File: config.mk
export PLATFORM = sky130hd
export DESIGN_NAME = regfile_wb_arbiter_flat
export DESIGN_NICKNAME = d
export VERILOG_FILES = /design/src/rtl/regfile_wb_arbiter_pkg.sv /design/src/rtl/regfile_wb_arbiter_if.sv /design/src/rtl/regfile_wb_arbiter_rr_arbiter2.sv /design/src/rtl/regfile_wb_arbiter.sv /design/src/flat_wrapper.sv
export SDC_FILE = /design/constraint.sdc
export NUM_CORES = 1
export LEC_CHECK = 0
export CORE_ASPECT_RATIO = 1.4
export CORE_MARGIN = 2
export CORE_UTILIZATION = 40
export CTS_CLUSTER_SIZE = 25
export DETAILED_ROUTE_END_ITERATION = 12
export GPL_ROUTABILITY_DRIVEN = 0
export MAX_ROUTING_LAYER = met4
export PLACE_DENSITY_LB_ADDON = 0.25
export SLEW_MARGIN = 20
export SYNTH_ARGS = -nofsm -noshare
export SYNTH_HDL_FRONTEND = slang
export SYNTH_SLANG_ARGS = --single-unit
File: constraint.sdc
create_clock -name CLOCK -period 4.2 [get_ports CLOCK]
set_clock_uncertainty 0.2 [all_clocks]
set_input_delay 0.84 -clock CLOCK [delete_from_list [all_inputs] [get_ports CLOCK]]
set_output_delay 0.84 -clock CLOCK [all_outputs]
set_load 0.02 [all_outputs]
File: src/rtl/regfile_wb_arbiter_pkg.sv
// regfile_pkg
//   Shared constants and types for the 32x32 register file and its
//   write-back arbiter. Source index constants name the two write-port
//   producers so grant vectors can be indexed by meaning, not by number.
package regfile_pkg;

  localparam int NREG    = 32;
  localparam int ADDR_W  = 5;
  localparam int DATA_W  = 32;

  localparam int SRC_ALU = 0;   // in-order ALU/load pipeline
  localparam int SRC_MDU = 1;   // multi-cycle multiply/divide unit

  typedef logic [ADDR_W-1:0] regAddr_t;
  typedef logic [DATA_W-1:0] regData_t;
  typedef logic [ADDR_W:0]   regCnt_t;
  typedef logic [NREG-1:0]   regMask_t;

  // One-hot mask selecting a single register.
  function automatic regMask_t oneHot(input regAddr_t addr);
    regMask_t mask;
    mask       = '0;
    mask[addr] = 1'b1;
    return mask;
  endfunction

endpackage

File: src/rtl/regfile_wb_arbiter_if.sv
// regfile_wb_arbiter_if
//   Bundles every non-clock/reset signal of the write-back arbiter.
//   slave  : the arbiter side (takes requests, drives readies/hazards/write port)
//   master : the environment side (producers, issue logic, decode, register file)
//   Signals:
//     s0_*      source 0 (ALU/load) valid/ready/addr/data
//     s1_*      source 1 (MDU) valid/ready/addr/data
//     iss_*     MDU issue request and its ready
//     rd_addrN  decode read addresses, hazardN the matching stall flags
//     rf_*      registered register-file write port
//     pend_cnt  number of registers with an outstanding MDU result
interface regfile_wb_arbiter_if;
  import regfile_pkg::*;

  logic     s0_valid;
  logic     s0_ready;
  regAddr_t s0_addr;
  regData_t s0_data;

  logic     s1_valid;
  logic     s1_ready;
  regAddr_t s1_addr;
  regData_t s1_data;

  logic     iss_valid;
  regAddr_t iss_addr;
  logic     iss_ready;

  regAddr_t rd_addr1;
  regAddr_t rd_addr2;
  logic     hazard1;
  logic     hazard2;

  logic     rf_we;
  regAddr_t rf_waddr;
  regData_t rf_wdata;

  regCnt_t  pend_cnt;

  modport slave (
    input  s0_valid, s0_addr, s0_data,
    input  s1_valid, s1_addr, s1_data,
    input  iss_valid, iss_addr,
    input  rd_addr1, rd_addr2,
    output s0_ready, s1_ready, iss_ready,
    output hazard1, hazard2,
    output rf_we, rf_waddr, rf_wdata,
    output pend_cnt
  );

  modport master (
    output s0_valid, s0_addr, s0_data,
    output s1_valid, s1_addr, s1_data,
    output iss_valid, iss_addr,
    output rd_addr1, rd_addr2,
    input  s0_ready, s1_ready, iss_ready,
    input  hazard1, hazard2,
    input  rf_we, rf_waddr, rf_wdata,
    input  pend_cnt
  );

endinterface

File: src/rtl/regfile_wb_arbiter_rr_arbiter2.sv
// rr_arbiter2
//   Two-requester round-robin arbiter.
//   Ports:
//     CLOCK, RESET  clock, asynchronous active-high reset
//     req[1:0]      request per source (index = source number)
//     update        a granted transfer happened this cycle
//     grant[1:0]    one-hot (or zero) grant, combinational
//   lastGrant remembers the source of the most recent transfer; on
//   contention the other source wins. Reset value 1 lets source 0 win the
//   first contention.
module rr_arbiter2
  import regfile_pkg::*;
(
  input  logic       CLOCK,
  input  logic       RESET,
  input  logic [1:0] req,
  input  logic       update,
  output logic [1:0] grant
);

  logic lastGrant;

  always_comb begin
    // NOTE: default assignment first so every path drives grant; no latch is inferred.
    grant = 2'b00;
    case (req)
      2'b01:   grant = 2'b01;
      2'b10:   grant = 2'b10;
      2'b11:   grant = lastGrant ? 2'b01 : 2'b10;
      default: grant = 2'b00;
    endcase
  end

  always_ff @(posedge CLOCK or posedge RESET) begin
    // NOTE: state registers use non-blocking assignments so all flops sample together.
    if (RESET) begin
      lastGrant <= 1'b1;
    end else if (update) begin
      lastGrant <= grant[SRC_MDU];
    end
  end

endmodule

File: src/rtl/regfile_wb_arbiter.sv
// regfile_wb_arbiter
//   Write-back arbiter and pending-write scoreboard for the single write
//   port of the register file.
//   Ports:
//     CLOCK  clock, rising edge
//     RESET  asynchronous, active-high reset
//     bus    regfile_wb_arbiter_if.slave (see interface header)
//   A source transfer at edge N drives rf_we/rf_waddr/rf_wdata from N to
//   N+1; writes to register 0 are consumed without asserting rf_we. The
//   scoreboard holds one bit per register with an outstanding MDU result.
module regfile_wb_arbiter
  import regfile_pkg::*;
(
  input  logic                 CLOCK,
  input  logic                 RESET,
  regfile_wb_arbiter_if.slave  bus
);

  // ---------------- arbitration ----------------
  logic [1:0] req;
  logic [1:0] grant;
  logic       xfer0;
  logic       xfer1;
  logic       xfer;

  assign req = {bus.s1_valid, bus.s0_valid};

  rr_arbiter2 uArb (
    .CLOCK  (CLOCK),
    .RESET  (RESET),
    .req    (req),
    .update (xfer),
    .grant  (grant)
  );

  assign xfer0 = req[SRC_ALU] && grant[SRC_ALU];
  assign xfer1 = req[SRC_MDU] && grant[SRC_MDU];
  assign xfer  = xfer0 || xfer1;

  assign bus.s0_ready = grant[SRC_ALU];
  assign bus.s1_ready = grant[SRC_MDU];

  regAddr_t winAddr;
  regData_t winData;

  assign winAddr = xfer1 ? bus.s1_addr : bus.s0_addr;
  assign winData = xfer1 ? bus.s1_data : bus.s0_data;

  // ---------------- write port register ----------------
  logic     rfWe;
  regAddr_t rfWaddr;
  regData_t rfWdata;
  logic     doWrite;

  assign doWrite = xfer && (winAddr != '0);

  always_ff @(posedge CLOCK or posedge RESET) begin
    if (RESET) begin
      rfWe    <= 1'b0;
      rfWaddr <= '0;
      rfWdata <= '0;
    end else begin
      rfWe <= doWrite;
      if (doWrite) begin
        rfWaddr <= winAddr;
        rfWdata <= winData;
      end
    end
  end

  assign bus.rf_we    = rfWe;
  assign bus.rf_waddr = rfWaddr;
  assign bus.rf_wdata = rfWdata;

  // ---------------- scoreboard ----------------
  regMask_t pending;
  regCnt_t  pendCnt;
  logic     issReady;
  logic     issFire;
  logic     doClear;
  regMask_t setMask;
  regMask_t clrMask;

  assign issReady = !pending[bus.iss_addr];
  assign issFire  = bus.iss_valid && issReady && (bus.iss_addr != '0);

  // A clear only changes the count when the bit is actually set. A same-cycle
  // issue to the same register cannot see the bit set (issReady would be low),
  // so set-wins never double-counts.
  assign doClear  = xfer1 && pending[bus.s1_addr];

  assign setMask  = issFire ? oneHot(bus.iss_addr) : '0;
  assign clrMask  = xfer1   ? oneHot(bus.s1_addr)  : '0;

  always_ff @(posedge CLOCK or posedge RESET) begin
    // NOTE: the scoreboard is a bank of flops, not a RAM, so reset clears it in one step.
    if (RESET) begin
      pending <= '0;
      pendCnt <= '0;
    end else begin
      // Clear first, then set, so a set on the same bit wins.
      pending <= (pending & ~clrMask) | setMask;
      if (issFire && !doClear) begin
        pendCnt <= pendCnt + regCnt_t'(1);
      end else if (!issFire && doClear) begin
        pendCnt <= pendCnt - regCnt_t'(1);
      end
    end
  end

  assign bus.iss_ready = issReady;
  assign bus.pend_cnt  = pendCnt;

  // ---------------- read hazards ----------------
  // The in-flight term covers the cycle where the write is on rf_* but the
  // register file has not yet captured it.
  function automatic logic hazardOf(input regAddr_t a);
    return (a != '0) && (pending[a] || (rfWe && (rfWaddr == a)));
  endfunction

  assign bus.hazard1 = hazardOf(bus.rd_addr1);
  assign bus.hazard2 = hazardOf(bus.rd_addr2);

endmodule

File: src/flat_wrapper.sv
// flat-port wrapper written by rule: the top's interface ports become plain ports
module regfile_wb_arbiter_flat import regfile_pkg::*;
  (CLOCK, RESET, bus_s0_valid, bus_s0_addr, bus_s0_data, bus_s1_valid, bus_s1_addr, bus_s1_data, bus_iss_valid, bus_iss_addr, bus_rd_addr1, bus_rd_addr2, bus_s0_ready, bus_s1_ready, bus_iss_ready, bus_hazard1, bus_hazard2, bus_rf_we, bus_rf_waddr, bus_rf_wdata, bus_pend_cnt);
  regfile_wb_arbiter_if bus_i ();
  input  logic CLOCK;
  input  logic RESET;
  input wire logic [$bits(bus_i.s0_valid)-1:0] bus_s0_valid;
  input wire logic [$bits(bus_i.s0_addr)-1:0] bus_s0_addr;
  input wire logic [$bits(bus_i.s0_data)-1:0] bus_s0_data;
  input wire logic [$bits(bus_i.s1_valid)-1:0] bus_s1_valid;
  input wire logic [$bits(bus_i.s1_addr)-1:0] bus_s1_addr;
  input wire logic [$bits(bus_i.s1_data)-1:0] bus_s1_data;
  input wire logic [$bits(bus_i.iss_valid)-1:0] bus_iss_valid;
  input wire logic [$bits(bus_i.iss_addr)-1:0] bus_iss_addr;
  input wire logic [$bits(bus_i.rd_addr1)-1:0] bus_rd_addr1;
  input wire logic [$bits(bus_i.rd_addr2)-1:0] bus_rd_addr2;
  output wire logic [$bits(bus_i.s0_ready)-1:0] bus_s0_ready;
  output wire logic [$bits(bus_i.s1_ready)-1:0] bus_s1_ready;
  output wire logic [$bits(bus_i.iss_ready)-1:0] bus_iss_ready;
  output wire logic [$bits(bus_i.hazard1)-1:0] bus_hazard1;
  output wire logic [$bits(bus_i.hazard2)-1:0] bus_hazard2;
  output wire logic [$bits(bus_i.rf_we)-1:0] bus_rf_we;
  output wire logic [$bits(bus_i.rf_waddr)-1:0] bus_rf_waddr;
  output wire logic [$bits(bus_i.rf_wdata)-1:0] bus_rf_wdata;
  output wire logic [$bits(bus_i.pend_cnt)-1:0] bus_pend_cnt;
  assign bus_i.s0_valid = bus_s0_valid;
  assign bus_i.s0_addr = bus_s0_addr;
  assign bus_i.s0_data = bus_s0_data;
  assign bus_i.s1_valid = bus_s1_valid;
  assign bus_i.s1_addr = bus_s1_addr;
  assign bus_i.s1_data = bus_s1_data;
  assign bus_i.iss_valid = bus_iss_valid;
  assign bus_i.iss_addr = bus_iss_addr;
  assign bus_i.rd_addr1 = bus_rd_addr1;
  assign bus_i.rd_addr2 = bus_rd_addr2;
  assign bus_s0_ready = bus_i.s0_ready;
  assign bus_s1_ready = bus_i.s1_ready;
  assign bus_iss_ready = bus_i.iss_ready;
  assign bus_hazard1 = bus_i.hazard1;
  assign bus_hazard2 = bus_i.hazard2;
  assign bus_rf_we = bus_i.rf_we;
  assign bus_rf_waddr = bus_i.rf_waddr;
  assign bus_rf_wdata = bus_i.rf_wdata;
  assign bus_pend_cnt = bus_i.pend_cnt;
  regfile_wb_arbiter u_core (.CLOCK(CLOCK), .RESET(RESET), .bus(bus_i));
endmodule
* Word-level counts from Yosys, hierarchy flattened
Cells that the tools add are included.
** Storage, ports and cells
- Input port bits :: 94
- Word-level logic and storage cells :: 67
- Output and inout bits :: 49
- Flip-flop bits (word level) :: 77
** Operators by class
- Eq/ne operators :: 5
- Multiplexer cells :: 20
- Add/sub/neg operators :: 2
- Magnitude comparators :: 6
- Reduce and logical (&&, ||, !) cells :: 25
- Bitwise operators :: 3
** Operators with widths (number)
- 32-bit two-way mux :: 3
- 32-bit AND :: 1
- 32-bit NOT :: 1
- 32-bit OR :: 1
- 5-bit by 6-bit < comparator with 1-bit output, second input constant :: 4
- 1-bit binary-select mux with 5-bit select :: 4
- 5-bit nonzero test :: 4
- 1-bit logical AND :: 14
- 6-bit two-way mux :: 2
- 1-bit demux with 5-bit select :: 2
- 5-bit == test :: 2
- 5-bit by 1-bit >= comparator with 1-bit output, second input constant :: 2
- 6-bit by 1-bit adder with 6-bit output, second input constant :: 1
- 1-bit two-way mux :: 6
- 2-bit case mux with 3 select lines :: 1
- 6-bit by 1-bit subtractor with 6-bit output, second input constant :: 1
- 5-bit two-way mux :: 1
- 2-bit == test, second input constant :: 2
- 1-bit zero test :: 3
- 1-bit logical OR :: 3
- 2-bit by 1-bit == test with 1-bit output, second input constant :: 1
- 2-bit two-way mux :: 1
- 2-bit nonzero test :: 1

* Logic depth before layout (Yosys ltp)
Gate-level depths: netlist of run 1.
- Depth after elaboration :: 9
- Gate-level depth with buffers :: 16
- Mapped depth without buffers :: 13

* Hierarchy
From an unflattened synthesis of run 1, not the netlist that was laid out.
** Unflattened totals
- Cell total of the unflattened synthesis :: 501
- Area, all modules :: 4974.8 µm²
** Modules (own cells, without submodules)
- regfile_wb_arbiter :: cells an instance 495, instances 1, area an instance 4907.2 µm², sequential area each 1901.8 µm²
- rr_arbiter2 :: cells an instance 6, instances 1, area an instance 67.6 µm², sequential area each 26.3 µm²

* Worst setup path before layout of run 1
Ideal clock, no wire load.
- Kind :: input -> register
- Start :: in bus_s1_addr[0]
- End :: reg u_core.pendCnt[5], in the netlist u_core.bus.pend_cnt[5]
- Library setup time :: 130 ps
- Setup slack :: -12 ps
- Data required time :: 3870 ps
- Path buffers :: 2
- Stages :: 14
- Arrival :: 3882 ps
- Cells stage by stage :: clkbuf_1 > clkbuf_1 > mux4_2 > inv_1 > o22ai_1 > o41ai_1 > ha_1 > inv_1 > ha_1 > a21o_1 > a21oi_1 > nand4b_1 > nand3_1 > xor2_1
** On the way
- Longest elaborated chain between the ends :: 6
- Elaborated cells on any way between the ends :: 8
- Classes of those cells :: mux (3); reduce/logical (5)
** Ends and longest elaborated chain
- from (decl) :: line flat_wrapper.sv:11 : input wire logic [$bits(bus_i.s1_addr)-1:0] bus_s1_addr;
- 1-bit binary-select mux with 5-bit select * :: line regfile_wb_arbiter.sv:90 : assign doClear = xfer1 && pending[bus.s1_addr];
- 1-bit two-way mux (not written as such) * :: line regfile_wb_arbiter.sv:90
- 1-bit logical AND * :: line regfile_wb_arbiter.sv:90
- 1-bit zero test :: line regfile_wb_arbiter.sv:103 : if (issFire && !doClear) begin
- 1-bit logical AND :: line regfile_wb_arbiter.sv:103
- 6-bit two-way mux or 2-bit nonzero test (tied branches)
- to (signal assigned) :: line regfile_wb_arbiter.sv:104 : pendCnt <= pendCnt + regCnt_t'(1);
- to (signal assigned) :: line regfile_wb_arbiter.sv:106 : pendCnt <= pendCnt - regCnt_t'(1);
- to (decl) :: line regfile_wb_arbiter.sv:77 : regCnt_t pendCnt;
Mark *: on every way between the ends. The rest lies on a longest branch, timed or not. The select of a mux whose other input is x is not followed.
A chain may end at the register's enable or synchronous reset.

* Final worst setup path of run 1
- Start :: in bus_rd_addr1[0]
- End :: out bus_hazard1
** On the way
- Longest elaborated chain between the ends :: 4
- Elaborated cells on any way between the ends :: 7
- Classes of those cells :: eq/ne (1); mux (2); reduce/logical (4)
** Ends and longest elaborated chain
- from (decl) :: line flat_wrapper.sv:15 : input wire logic [$bits(bus_i.rd_addr1)-1:0] bus_rd_addr1;
- 1-bit binary-select mux with 5-bit select or 5-bit == test (tied branches) :: line regfile_wb_arbiter.sv:118 : return (a != '0) && (pending[a] || (rfWe && (rfWaddr == a)));
- 1-bit two-way mux (not written as such) or 1-bit logical AND (tied branches) :: line regfile_wb_arbiter.sv:118
- 1-bit logical OR :: line regfile_wb_arbiter.sv:118
- 1-bit logical AND * :: line regfile_wb_arbiter.sv:118
- to (decl) :: line flat_wrapper.sv:20 : output wire logic [$bits(bus_i.hazard1)-1:0] bus_hazard1;
Marks and branches as above.

==> results of run 1 <==
-- cells by family after synthesis --
kind of cell / after synthesis / synth area share (%)
AO/OA/AOI/OAI: 133 / 16.1
AND/OR/NAND/NOR: 108 / 11.3
flip-flops: 77 / 40.0
multiplexers: 74 / 23.9
buffers and inverters: 48 / 4.46
XOR/XNOR: 14 / 2.54
adder cells (fa/ha/maj): 6 / 1.71
-- layer usage --
metal  part of all wire [%]  track usage [%]  vias up
li1                       -                -     2061
met2                     54             43.1      236
met1                     35             26.7     2222
met3                    6.7             5.16       61
met4                    4.4             11.1        0
met5                      0                -        -
-- worst paths after layout --
kind                                       start                      to  slack, ns  depth (start not counted)
setup / recovery                 bus_rd_addr1[0]             bus_hazard1       0.08                          7
hold / removal             u_core.uArb.lastGrant   u_core.uArb.lastGrant       0.32                          2
setup reg to reg               u_core.pending[1]  u_core.bus.pend_cnt[5]       0.85                         12
hold reg to reg            u_core.uArb.lastGrant   u_core.uArb.lastGrant       0.32                          2
max in group asynchronous                  RESET      u_core.pending[25]       2.67                          3
min in group asynchronous                  RESET  u_core.bus.rf_wdata[6]       0.73                          3
-- critical path: cells and delay by family --
kind / cells / cell delay (ns)
AO/OA/AOI/OAI: 2 / 0.24
buffers and inverters: 3 / 1.22
multiplexers: 2 / 0.77
-- registers in the layout, indices dropped and copies added, names as in the netlist --
name / count
u_core.pending: 32
u_core.bus.pend_cnt: 6
u_core.bus.rf_waddr: 5
u_core.uArb.lastGrant: 1
u_core.bus.rf_we: 1
u_core.bus.rf_wdata: 32
-- through the flow --
stage,hold slack [ns],cell area (um^2),worst slack [ns],setup TNS (ns)
after floorplan,0.267,4820,0.139,0
after global placement,0.306,6640,-0.133,-0.374
after detailed placement,0.321,6640,-0.322,-0.854
after CTS,0.327,6930,0.0273,0
after global routing,0.352,6950,0.000509,0
final,0.321,6950,0.0780,0
-- cell type report --
type                       instances  area [um^2]  area share, %
multi-input combinational        335         2720           39.1
sequential                        77         1930           27.7
timing repair buffer             183         1760           25.4
clock buffer                      10          239           3.44
tap                              147          184           2.65
clock inverter                     5         60.1          0.864
inverter                          15         56.3          0.810
antenna                            1         2.50         0.0360
-- repair_timing --
item,in CTS,in global routing
pin swaps,0,2
setup endpoints to repair,2,2
gates resized for setup,2,5
-- cell usage in the layout (no fill, tap or decap), drive strengths merged, types with 3 or more instances in the layout --
master,count
a21oi,42
buf,41
clkbuf,10
clkdlybuf4s50,140
dfrtp,76
ha,5
inv,16
mux2,3
mux2i,39
mux4,32
nand2,15
nand2b,3
nand3,13
nand3b,12
nor2,43
nor2b,3
nor4,5
o21ai,50
o22ai,3
o31ai,24
or3b,4
xnor2,11
xor2,3
-- power groups by stage --
| stage | Clock [uW] | Combinational (uW) | Sequential (uW) |
|---|---|---|---|
| finish | 787 | 1230 | 1140 |
| global route | 827 | 1340 | 1150 |
| global placement | 0 | 1180 | 1130 |
| CTS | 797 | 1220 | 1130 |
| detailed placement | 0 | 1220 | 1140 |
| floorplan | 0 | 653 | 1130 |
==> results.md, run 1 <==
Synth:
- The library cell occupying the most area in the post-synthesis netlist is sky130_fd_sc_hd__dfrtp_1.
- The post-synthesis register bit count is between 70 and 80.
- The number of warnings reported in the yosys synthesis log is 0.
- The cell count after synthesis is 460.
- The number of distinct library cells after synthesis is 45.
- The most frequently used flop master after synthesis is sky130_fd_sc_hd__dfrtp_1.
- The synthesized netlist net count is 560.
- After synthesis, the largest area contributor takes up between 30% and 40% of total cell area.
- The fraction of registers with async set or reset after synthesis is between 90% and 100%.
- By area the synthesized netlist is led by sky130_fd_sc_hd__dfrtp_1, sky130_fd_sc_hd__mux4_2, sky130_fd_sc_hd__mux2i_1.
- Sorting the synthesized cells by how often they occur yields sky130_fd_sc_hd__dfrtp_1, sky130_fd_sc_hd__o21ai_0, sky130_fd_sc_hd__nor2_1.
- Summing the sequential cell areas from Yosys gives roughly 40% of the chip area.
- By instance count, the leading cell after synthesis is sky130_fd_sc_hd__dfrtp_1.
- The number of enable-type register cells in the synthesized netlist is 0.
- The average instance in the mapped netlist occupies ~10 um^2.
- The cell area that synthesis handed to floorplanning was roughly 4800 um^2.

CTS:
- Buffers added to address setup during post-CTS repair amount to 0.
- TritonCTS built the clock tree.
- Clock latency on the worst-skew pair, taken at its later pin, is ~0.34 ns.
- The number of hold buffers added after CTS was 0.
- In this run the deepest clock path goes through 2 buffers.
- The clock transition at the registers of the reported paths is about 0.060 ns.
- The total number of H-tree levels is 3.
- The root buffer cell chosen for the clock tree is sky130_fd_sc_hd__clkbuf_16.
- Buffers inserted during clock tree synthesis total 9.
- The CTS sink count is just under 80.

Place:
- The detailed-placement wirelength estimate is between 10 and 15 mm.
- Including well taps, the total number of placed cells is between 700 and 800.
- The number of port buffers is between 100 and 150.

Floorplanning:
- Row generation in the floorplan step produced between 40 and 50 rows.
- The floorplan step set the die height to 134 um.
- 143 I/O pins were placed.
- The die is a little under 100 um wide.
- The area of the die is roughly 13000 um^2.
- In this run the standard cell core region covers ~12000 um^2.
- The initial standard-cell utilization of the core is 40.8%.

Timing:
- Setup repair after global routing left no endpoint under its margin.
- At the pin with the least slew margin, the transition time is around 0.53 ns.
- The routed design could run at a clock period as short as between 4 and 5 ns.
- The headroom to the max-slew limit is 64.6%.
- The final-report max-slew violation count came to 0.
- The number of failing hold endpoints at the final stage is 0.
- The final clock period utilization by the worst path is a little over nine tenths.
- The count of final setup violators is 0.
- The highest achievable clock rate is 0.243 GHz.

Setup path:
- The worst setup path is of the input port to primary output kind.
- At the worst endpoint, the arrival time is approximately 3 ns.
- The type of element capturing the critical path is a primary output.
- The required time at the endpoint of the critical path is 3.16 ns.
- The kind of start point of the critical path is an input port.
- The worst stage delay on the critical path is approximately 0.56 ns.
- By instance count, the cell type seen most on the critical path is sky130_fd_sc_hd__clkdlybuf4s50_1.
- Traced cell by cell, the critical path runs through clkdlybuf4s50_1, buf_12, mux4_2, mux2_2, a21oi_1, o21ai_0, clkdlybuf4s50_1.
- The slowest stage of the critical path is the sky130_fd_sc_hd__clkdlybuf4s50_1 cell.
- Of all nets on the critical path, the largest fanout is 10.

Routing:
- Before antenna repair, the detailed router went through 5 iterations.
- The count of antenna-violating nets left after detailed routing is 0.
- The average wire per standard cell is between 20 and 25 um.
- The total number of vias is approximately 4600.
- The total wire length after detailed routing is approximately 15 mm.
- The number of vias per cell after detailed routing is a little under 6.
- After detailed routing, the number of remaining DRC violations is 0.
- After the first detailed-routing iteration, the DRC count stood at 254.

Power and ir drop:
- The cell-internal power is ~2100 uW.
- The part of the total power dissipated in combinational logic is 38.9%.
- The analysis attributes to cell leakage a power of 0.00279 uW.
- For this design the total switching power over the nets is ~1100 uW.
- The sequential group share of total power is between 30% and 40%.
- Summing internal, switching and leakage power gives 3160 uW.
- In this run the power density over the cells is approximately 450 nW/um^2.
- In this run switching power makes up 34.9% of total power.
- The worst-case IR drop observed on VDD is 0.245 mV.
- The clock power share is about a quarter.

GRT:
- Global routing finished with a remaining overflow of 0.
- The number of global-route vias before repair is ~4700.
- Entering global routing, the biggest net connects 75 pins.
- In the global route stage, overall resource usage came out at between 20% and 30%.
- The initial antenna violation count is 1.
- The wire length of the first global-routing pass is about 24 mm.

Final layout:
- At the end of the flow the core is filled with cells to 58.8%.
- The filler cell count in the final layout is 999.
- The number of nets in the finished design is 721.
- The final non-filler cell total is roughly 770.
- Relative to the synthesized area, the layout overhead comes to 44.2%.
- Cells with a size suffix above 1 make up approximately 16% of the layout.

Job:
- The number of max-capacitance violations reported is 0.

Outcome:
- The run finished with clean final reports.

Worst hold path:
- The worst min-delay path class is register to register.
(Power assumes the default switching activity.)
==> run 2, diff against run 1 <==
--- a/config.mk
+++ b/config.mk
@@ -5,14 +5,17 @@
 export SDC_FILE = /design/constraint.sdc
 export NUM_CORES = 1
 export LEC_CHECK = 0
+export ABC_CLOCK_PERIOD_IN_PS = 4200
 export CORE_ASPECT_RATIO = 1.4
 export CORE_MARGIN = 2
 export CORE_UTILIZATION = 40
 export CTS_CLUSTER_SIZE = 25
 export DETAILED_ROUTE_END_ITERATION = 12
 export GPL_ROUTABILITY_DRIVEN = 0
+export HOLD_SLACK_MARGIN = 0.12
 export MAX_ROUTING_LAYER = met4
 export PLACE_DENSITY_LB_ADDON = 0.25
+export REMOVE_ABC_BUFFERS = 1
 export SLEW_MARGIN = 20
 export SYNTH_ARGS = -nofsm -noshare
 export SYNTH_HDL_FRONTEND = slang
==> results.md, run 2 (synthesis results as in run 1) <==
Setup path:
- The kind of start point of the critical path is an input port (unchanged).
- The worst setup slack for register-to-register paths is 0.85 ns (about the same).
- The cell with the biggest individual delay on the critical path was sky130_fd_sc_hd__mux4_1 (was sky130_fd_sc_hd__clkdlybuf4s50_1).
- The source of the worst register-to-register timing path is u_core.pending[11] (was u_core.pending[1]).
- The end of the worst register-to-register path was u_core.bus.pend_cnt[5] (unchanged).
- The critical setup path kind is input port to primary output (unchanged).
- The depth of the most critical reg-to-reg path is 12 (unchanged).
- The required time at the endpoint of the critical path came to 3.16 ns (about the same).
- The critical path endpoint is bus_iss_ready (was bus_hazard1).
- The data arrival time of the critical path is 3.06 ns (was 3.08 ns).
- Ordered cell list for the critical path: clkdlybuf4s50_1, buf_6, mux4_1, nand2b_1, nand4_1, a311o_1, nor2_1, clkdlybuf4s15_1 (was clkdlybuf4s50_1, buf_12, mux4_2, mux2_2, a21oi_1, o21ai_0, clkdlybuf4s50_1).
- The start point of the critical path was bus_iss_addr[0] (was bus_rd_addr1[0]).
- The largest fanout on the critical path is 7 (was 10).
- The worst stage delay on the critical path came to 0.56 ns (about the same).
- The type of element capturing the critical path is a primary output (unchanged).

Power and ir drop:
- The worst voltage drop across the vdd grid was 0.382 mV (was 0.245 mV).
- The overall power consumption is 3120 uW (was 3160 uW).
- The total power density per cell area is 450 nW/um^2 (was 454 nW/um^2).
- The leakage power summed over all cells was 0.00279 uW (about the same).

Floorplanning:
- The area of the die was 13000 um^2 (unchanged).
- The width of the chip was 96.8 um (unchanged).
- The total core area is 11800 um^2 (unchanged).
- The standard-cell row count was 47 (unchanged).
- The die extent in y is 134 um (unchanged).
- The number of ports placed on the die boundary came to 143 (unchanged).
- The initial standard-cell utilization of the core is 40.8% (unchanged).

Timing:
- Unrepaired setup endpoints after global routing: yes (was no).
- The count of final setup violators is 0 (unchanged).
- The slew of the pin with the lowest slew margin was 0.609 ns (was 0.530 ns).
- The final period demand of the worst path is 4.10 ns (was 4.12 ns).
- The highest achievable clock rate is 0.244 GHz (was 0.243 GHz).
- The accumulated negative setup slack is 0 ns (unchanged).
- The final-report max-slew violation count is 0 (unchanged).
- The setup slack after layout was 0.0956 ns (was 0.0780 ns).
- The number of failing hold endpoints at the final stage is 0 (unchanged).
- The final clock period utilization by the worst path was 97.7% (was 98.1%).
- The headroom to the max-slew limit is 59.4% (was 64.6%).

Final layout:
- The number of nets in the finished design came to 720 (was 721).
- The design area is 6940 um^2 (was 6950 um^2).
- The relative area change from synthesis to final layout is 44.0% (was 44.2%).
- The final non-filler cell total is 772 (was 773).
- The most common cell after layout, fill and taps aside is sky130_fd_sc_hd__clkdlybuf4s50_1 (unchanged).
- The filler cell count in the final layout is 1022 (was 999).
- The proportion of layout cells with a drive suffix above 1 is 15.8% (was 16.3%).
- Most used cells in the layout excluding fill and tap cells: sky130_fd_sc_hd__clkdlybuf4s50_1, sky130_fd_sc_hd__dfrtp_1, sky130_fd_sc_hd__o21ai_0 (unchanged).
- The final antenna diode count is 0 (was 1).

Place:
- The post-place setup slack came to -0.267 ns (was -0.322 ns).
- The detailed-placement wirelength estimate was 11.1 mm (was 11.8 mm).
- The cell area after placement is 6610 um^2 (was 6640 um^2).
- The number of placed cells counting well taps was 754 (was 757).
- The number of port buffers is 142 (unchanged).

CTS:
- The clock transition at the registers of the reported paths is 0.06 ns (about the same).
- The total number of H-tree levels is 3 (unchanged).
- The TritonCTS clock tree is done (unchanged).
- The buffer levels on the longest clock path came to 2 (unchanged).
- The CTS sink count is 77 (unchanged).
- The cell at the root of the clock tree is sky130_fd_sc_hd__clkbuf_16 (unchanged).
- The hold-fix buffer count after cts is 0 (unchanged).
- The CTS buffer count is 9 (unchanged).
- The clock network latency to the later pin of the worst-skew pair is 0.34 ns (about the same).

Job:
- The number of max-capacitance violations reported is 0 (unchanged).

Routing:
- The detailed-router iteration count before antenna repair is 5 (unchanged).
- The total number of vias was 4551 (was 4580).
- The number of vias per cell after detailed routing is 5.90 (was 5.92).
- The count of antenna-violating nets left after detailed routing was 0 (unchanged).
- The average wire per standard cell is 19.3 um (was 20.0 um).
- The number of remaining DRC errors is 0 (unchanged).
- The first-iteration detailed-routing DRC count came to 378 (was 254).
- The total wire length after detailed routing is 14.9 mm (was 15.5 mm).

Worst hold path:
- The worst min-delay path class is register to register (unchanged).

GRT:
- The wire length of the first global-routing pass is 23.9 mm (was 24.4 mm).
- The all-layer global routing usage is 23.7% (was 24.5%).
- The initial antenna violation count is 0 (was 1).
- The largest net degree at the start of global routing is 75 (unchanged).
- The total overflow reported by the global router is 0 (unchanged).
- The number of global-route vias before repair was 4668 (was 4710).

Outcome:
- Status: finished, final reports clean (unchanged).
[run 2: stage by stage]
stage,util [%],hold slack (ns)
2_1_floorplan,-,0.267
3_3_place_gp,55.9,0.288
3_5_place_dp,55.9,0.298
4_1_cts,58.4,0.314
5_1_grt,58.7,0.328
6_report,58.7,0.307
[run 2: worst min path at each step]
stage	start	to	cells past startpoint
after floorplan	u_core.uArb.lastGrant	u_core.uArb.lastGrant	2
after global placement	u_core.bus.pend_cnt[5]	u_core.bus.pend_cnt[5]	1
after detailed placement	u_core.bus.pend_cnt[5]	u_core.bus.pend_cnt[5]	1
after CTS	u_core.bus.pend_cnt[5]	u_core.bus.pend_cnt[5]	1
after global routing	u_core.bus.pend_cnt[5]	u_core.bus.pend_cnt[5]	1
final	u_core.bus.pend_cnt[5]	u_core.bus.pend_cnt[5]	1
[run 2: routing by layer]
| metal | track usage, % | part of all wire, % | up-vias | wire length, um |
|---|---|---|---|---|
| met5 | - | 0 | - | 0 |
| met4 | 8.37 | 3.1 | 0 | 461 |
| met3 | 5.26 | 7.8 | 46 | 1160 |
| li1 | - | - | 2047 | - |
| met1 | 28.6 | 37 | 2213 | 5590 |
| met2 | 39.3 | 52 | 245 | 7700 |
[run 2: report_power, final]
group          internal [uW]  leakage, uW  switching (uW)
sequential               910     0.000909             220
clock                    463     0.000140             313
combinational            669      0.00174             550
[run 2: what timing repair did]
item,CTS,global route
cloned,0,0
buffers inserted,0,2
pin swaps,0,3
setup endpoints to repair,2,4
gates resized for setup,3,6
[run 2: worst max-delay path: cells and delay by family]
| kind | cells | cell delay (ns) |
|---|---|---|
| buf+inv | 3 | 0.97 |
| mux | 1 | 0.56 |
| compound gates | 1 | 0.38 |
| simple gates | 3 | 0.31 |
[run 2: area by class of cell]
type | count | area (um^2) | area share, %
Clock inverter | 5 | 60.1 | 0.865
Timing Repair Buffer | 182 | 1770 | 25.5
Multi-Input combinational cell | 335 | 2710 | 39.1
Sequential cell | 77 | 1930 | 27.8
Inverter | 15 | 56.3 | 0.811
Clock buffer | 11 | 233 | 3.35
Tap cell | 147 | 184 | 2.65
==> run 3, diff against run 2 <==
--- a/config.mk
+++ b/config.mk
@@ -8,15 +8,15 @@
 export ABC_CLOCK_PERIOD_IN_PS = 4200
 export CORE_ASPECT_RATIO = 1.4
 export CORE_MARGIN = 2
-export CORE_UTILIZATION = 40
-export CTS_CLUSTER_SIZE = 25
+export CORE_UTILIZATION = 48
+export CTS_CLUSTER_SIZE = 8
 export DETAILED_ROUTE_END_ITERATION = 12
 export GPL_ROUTABILITY_DRIVEN = 0
 export HOLD_SLACK_MARGIN = 0.12
 export MAX_ROUTING_LAYER = met4
 export PLACE_DENSITY_LB_ADDON = 0.25
 export REMOVE_ABC_BUFFERS = 1
-export SLEW_MARGIN = 20
+export SLEW_MARGIN = 10
 export SYNTH_ARGS = -nofsm -noshare
 export SYNTH_HDL_FRONTEND = slang
 export SYNTH_SLANG_ARGS = --single-unit
==> results.md, run 3 (synthesis results as in run 1) <==
Outcome:
- Status: finished, final reports clean (unchanged).

CTS:
- The TritonCTS clock tree is done (unchanged).
- The CTS buffer count is 9 (unchanged).
- The total number of H-tree levels is 3 (unchanged).
- The CTS sink count is 77 (unchanged).
- The buffer levels on the longest clock path is 2 (unchanged).
- The clock transition at the registers of the reported paths is 0.05 ns (was 0.06 ns).
- The clock network latency to the later pin of the worst-skew pair is 0.33 ns (was 0.34 ns).
- The cell at the root of the clock tree is sky130_fd_sc_hd__clkbuf_16 (unchanged).

GRT:
- The number of global-route vias before repair is 4561 (was 4668).
- The all-layer global routing usage is 27.8% (was 23.7%).
- The largest net degree at the start of global routing is 65 (was 75).
- The wire length of the first global-routing pass was 22.3 mm (was 23.9 mm).
- The total overflow reported by the global router is 0 (unchanged).
- The initial antenna violation count is 0 (unchanged).

Routing:
- The average wire per standard cell is 18.6 um (was 19.3 um).
- The number of remaining DRC errors came to 0 (unchanged).
- The first-iteration detailed-routing DRC count is 297 (was 378).
- The count of antenna-violating nets left after detailed routing is 0 (unchanged).
- The total number of vias was 4527 (was 4551).
- The number of vias per cell after detailed routing was 5.94 (was 5.90).
- The total wire length after detailed routing is 14.1 mm (was 14.9 mm).
- The detailed-router iteration count before antenna repair was 4 (was 5).

Power and ir drop:
- The cell-internal power is 2000 uW (was 2040 uW).
- The worst voltage drop across the vdd grid is 0.375 mV (was 0.382 mV).
- The leakage power summed over all cells is 0.00278 uW (was 0.00279 uW).
- The clock power share came to 23.5% (was 24.8%).
- The sequential group share of total power came to 36.8% (was 36.1%).
- The total power density per cell area is 439 nW/um^2 (was 450 nW/um^2).
- The switching power is 1050 uW (was 1080 uW).
- The net switching fraction of the power is 34.5% (was 34.7%).
- The overall power consumption is 3040 uW (was 3120 uW).
- The part of the total power dissipated in combinational logic is 39.7% (was 39.0%).

Floorplanning:
- The number of ports placed on the die boundary came to 143 (unchanged).
- The width of the chip is 88.7 um (was 96.8 um).
- The initial standard-cell utilization of the core is 49.0% (was 40.8%).
- The die extent in y came to 123 um (was 134 um).
- The area of the die was 10900 um^2 (was 13000 um^2).
- The total core area came to 9850 um^2 (was 11800 um^2).
- The standard-cell row count is 43 (was 47).

Final layout:
- The final antenna diode count was 0 (unchanged).
- The number of nets in the finished design was 722 (was 720).
- The relative area change from synthesis to final layout came to 43.8% (was 44.0%).
- The proportion of layout cells with a drive suffix above 1 is 16.6% (was 15.8%).
- Most used cells in the layout excluding fill and tap cells: sky130_fd_sc_hd__clkdlybuf4s50_1, sky130_fd_sc_hd__dfrtp_1, sky130_fd_sc_hd__o21ai_0 (unchanged).
- The most common cell after layout, fill and taps aside is sky130_fd_sc_hd__clkdlybuf4s50_1 (unchanged).

Setup path:
- The type of element capturing the critical path was a primary output (unchanged).
- The critical setup path kind is input port to primary output (unchanged).
- The required time at the endpoint of the critical path is 3.16 ns (about the same).
- The cell occurring most often along the worst timing path is sky130_fd_sc_hd__clkdlybuf4s50_1.
- The cell with the biggest individual delay on the critical path is sky130_fd_sc_hd__clkdlybuf4s50_1 (was sky130_fd_sc_hd__mux4_1).
- The worst stage delay on the critical path came to 0.55 ns (was 0.56 ns).
- Ordered cell list for the critical path: clkdlybuf4s50_1, buf_12, mux4_2, mux2_2, a21oi_1, o21ai_0, clkdlybuf4s50_1 (was clkdlybuf4s50_1, buf_6, mux4_1, nand2b_1, nand4_1, a311o_1, nor2_1, clkdlybuf4s15_1).
- The largest fanout on the critical path was 10 (was 7).
- The data arrival time of the critical path came to 3.08 ns (was 3.06 ns).
- The kind of start point of the critical path is an input port (unchanged).

Timing:
- Unrepaired setup endpoints after global routing: yes (unchanged).
- The final period demand of the worst path is 4.12 ns (was 4.10 ns).
- The highest achievable clock rate is 0.243 GHz (was 0.244 GHz).
- The count of final setup violators is 0 (unchanged).
- The slew of the pin with the lowest slew margin is 0.518 ns (was 0.609 ns).
- The headroom to the max-slew limit was 65.4% (was 59.4%).
- The final clock period utilization by the worst path is 98.2% (was 97.7%).
- The final-report max-slew violation count came to 0 (unchanged).
- The accumulated negative setup slack is 0 ns (unchanged).
- The number of failing hold endpoints at the final stage is 0 (unchanged).

Place:
- The detailed-placement wirelength estimate was 10.6 mm (was 11.1 mm).
- The number of port buffers is 142 (unchanged).

Job:
- The number of max-capacitance violations reported was 0 (unchanged).

Worst hold path:
- The worst min-delay path class is register to register (unchanged).
run 3: layout make-up:
cell class | count | area (um^2)
fill | 756 | 2910
timing repair buffer | 184 | 1780
tap | 135 | 169
multi-input combinational | 335 | 2730
inverter | 15 | 56.3
sequential | 77 | 1930
clock buffer | 11 | 243
clock inverter | 5 | 35.0
run 3: worst paths after layout:
path,slack [ns],depth (start not counted),to,start
setup / recovery,0.08,7,bus_hazard1,bus_rd_addr1[0]
hold / removal,0.30,1,u_core.bus.pend_cnt[5],u_core.bus.pend_cnt[5]
setup reg to reg,0.86,13,u_core.bus.pend_cnt[5],u_core.pending[21]
hold reg to reg,0.30,1,u_core.bus.pend_cnt[5],u_core.bus.pend_cnt[5]
max in group asynchronous,2.31,3,u_core.uArb.lastGrant,RESET
min in group asynchronous,0.68,2,u_core.bus.rf_wdata[20],RESET
run 3: power by group through the flow:
stage	Combinational [uW]	Sequential (uW)	Clock [uW]
6_report	1210	1120	715
5_1_grt	1320	1140	763
4_1_cts	1190	1110	732
3_5_place_dp	1190	1120	0
3_3_place_gp	1140	1110	0
2_1_floorplan	628	1130	0
run 3: layer usage:
layer  global-route usage [%]  vias to the layer above  share of wire (%)
met2                     44.7                      252                 51
met1                     33.0                     2168                 38
li1                         -                     2061                  -
met5                        -                        -                  0
met4                     14.4                        0                3.9
met3                     5.18                       46                7.6
run 3: repair_timing:
item / 4_1_cts / 5_1_grt
setup endpoints to repair: 2 / 3
pin swaps: 0 / 0
buffers inserted: 0 / 0
hold endpoints to repair: 0 / 0
gates resized for setup: 2 / 7
hold buffers: 0 / 0
run 3: critical path: cells and delay by family:
family	cells	cell delay, ns
buffers and inverters	3	1.22
multiplexers	2	0.79
AO/OA/AOI/OAI	2	0.24
run 3: through the flow:
step / std cells / hold WS [ns] / instance area [um^2] / util [%] / setup slack [ns]
after global routing: 762 / 0.300 / 6930 / 70.4 / -0.0407
after floorplan: 427 / 0.267 / 4660 / - / -5.09
after global placement: 746 / 0.277 / 6630 / 67.3 / -0.149
after detailed placement: 746 / 0.274 / 6630 / 67.3 / -0.270
after CTS: 762 / 0.291 / 6900 / 70.1 / 0.0604
final: 762 / 0.296 / 6930 / 70.4 / 0.0768
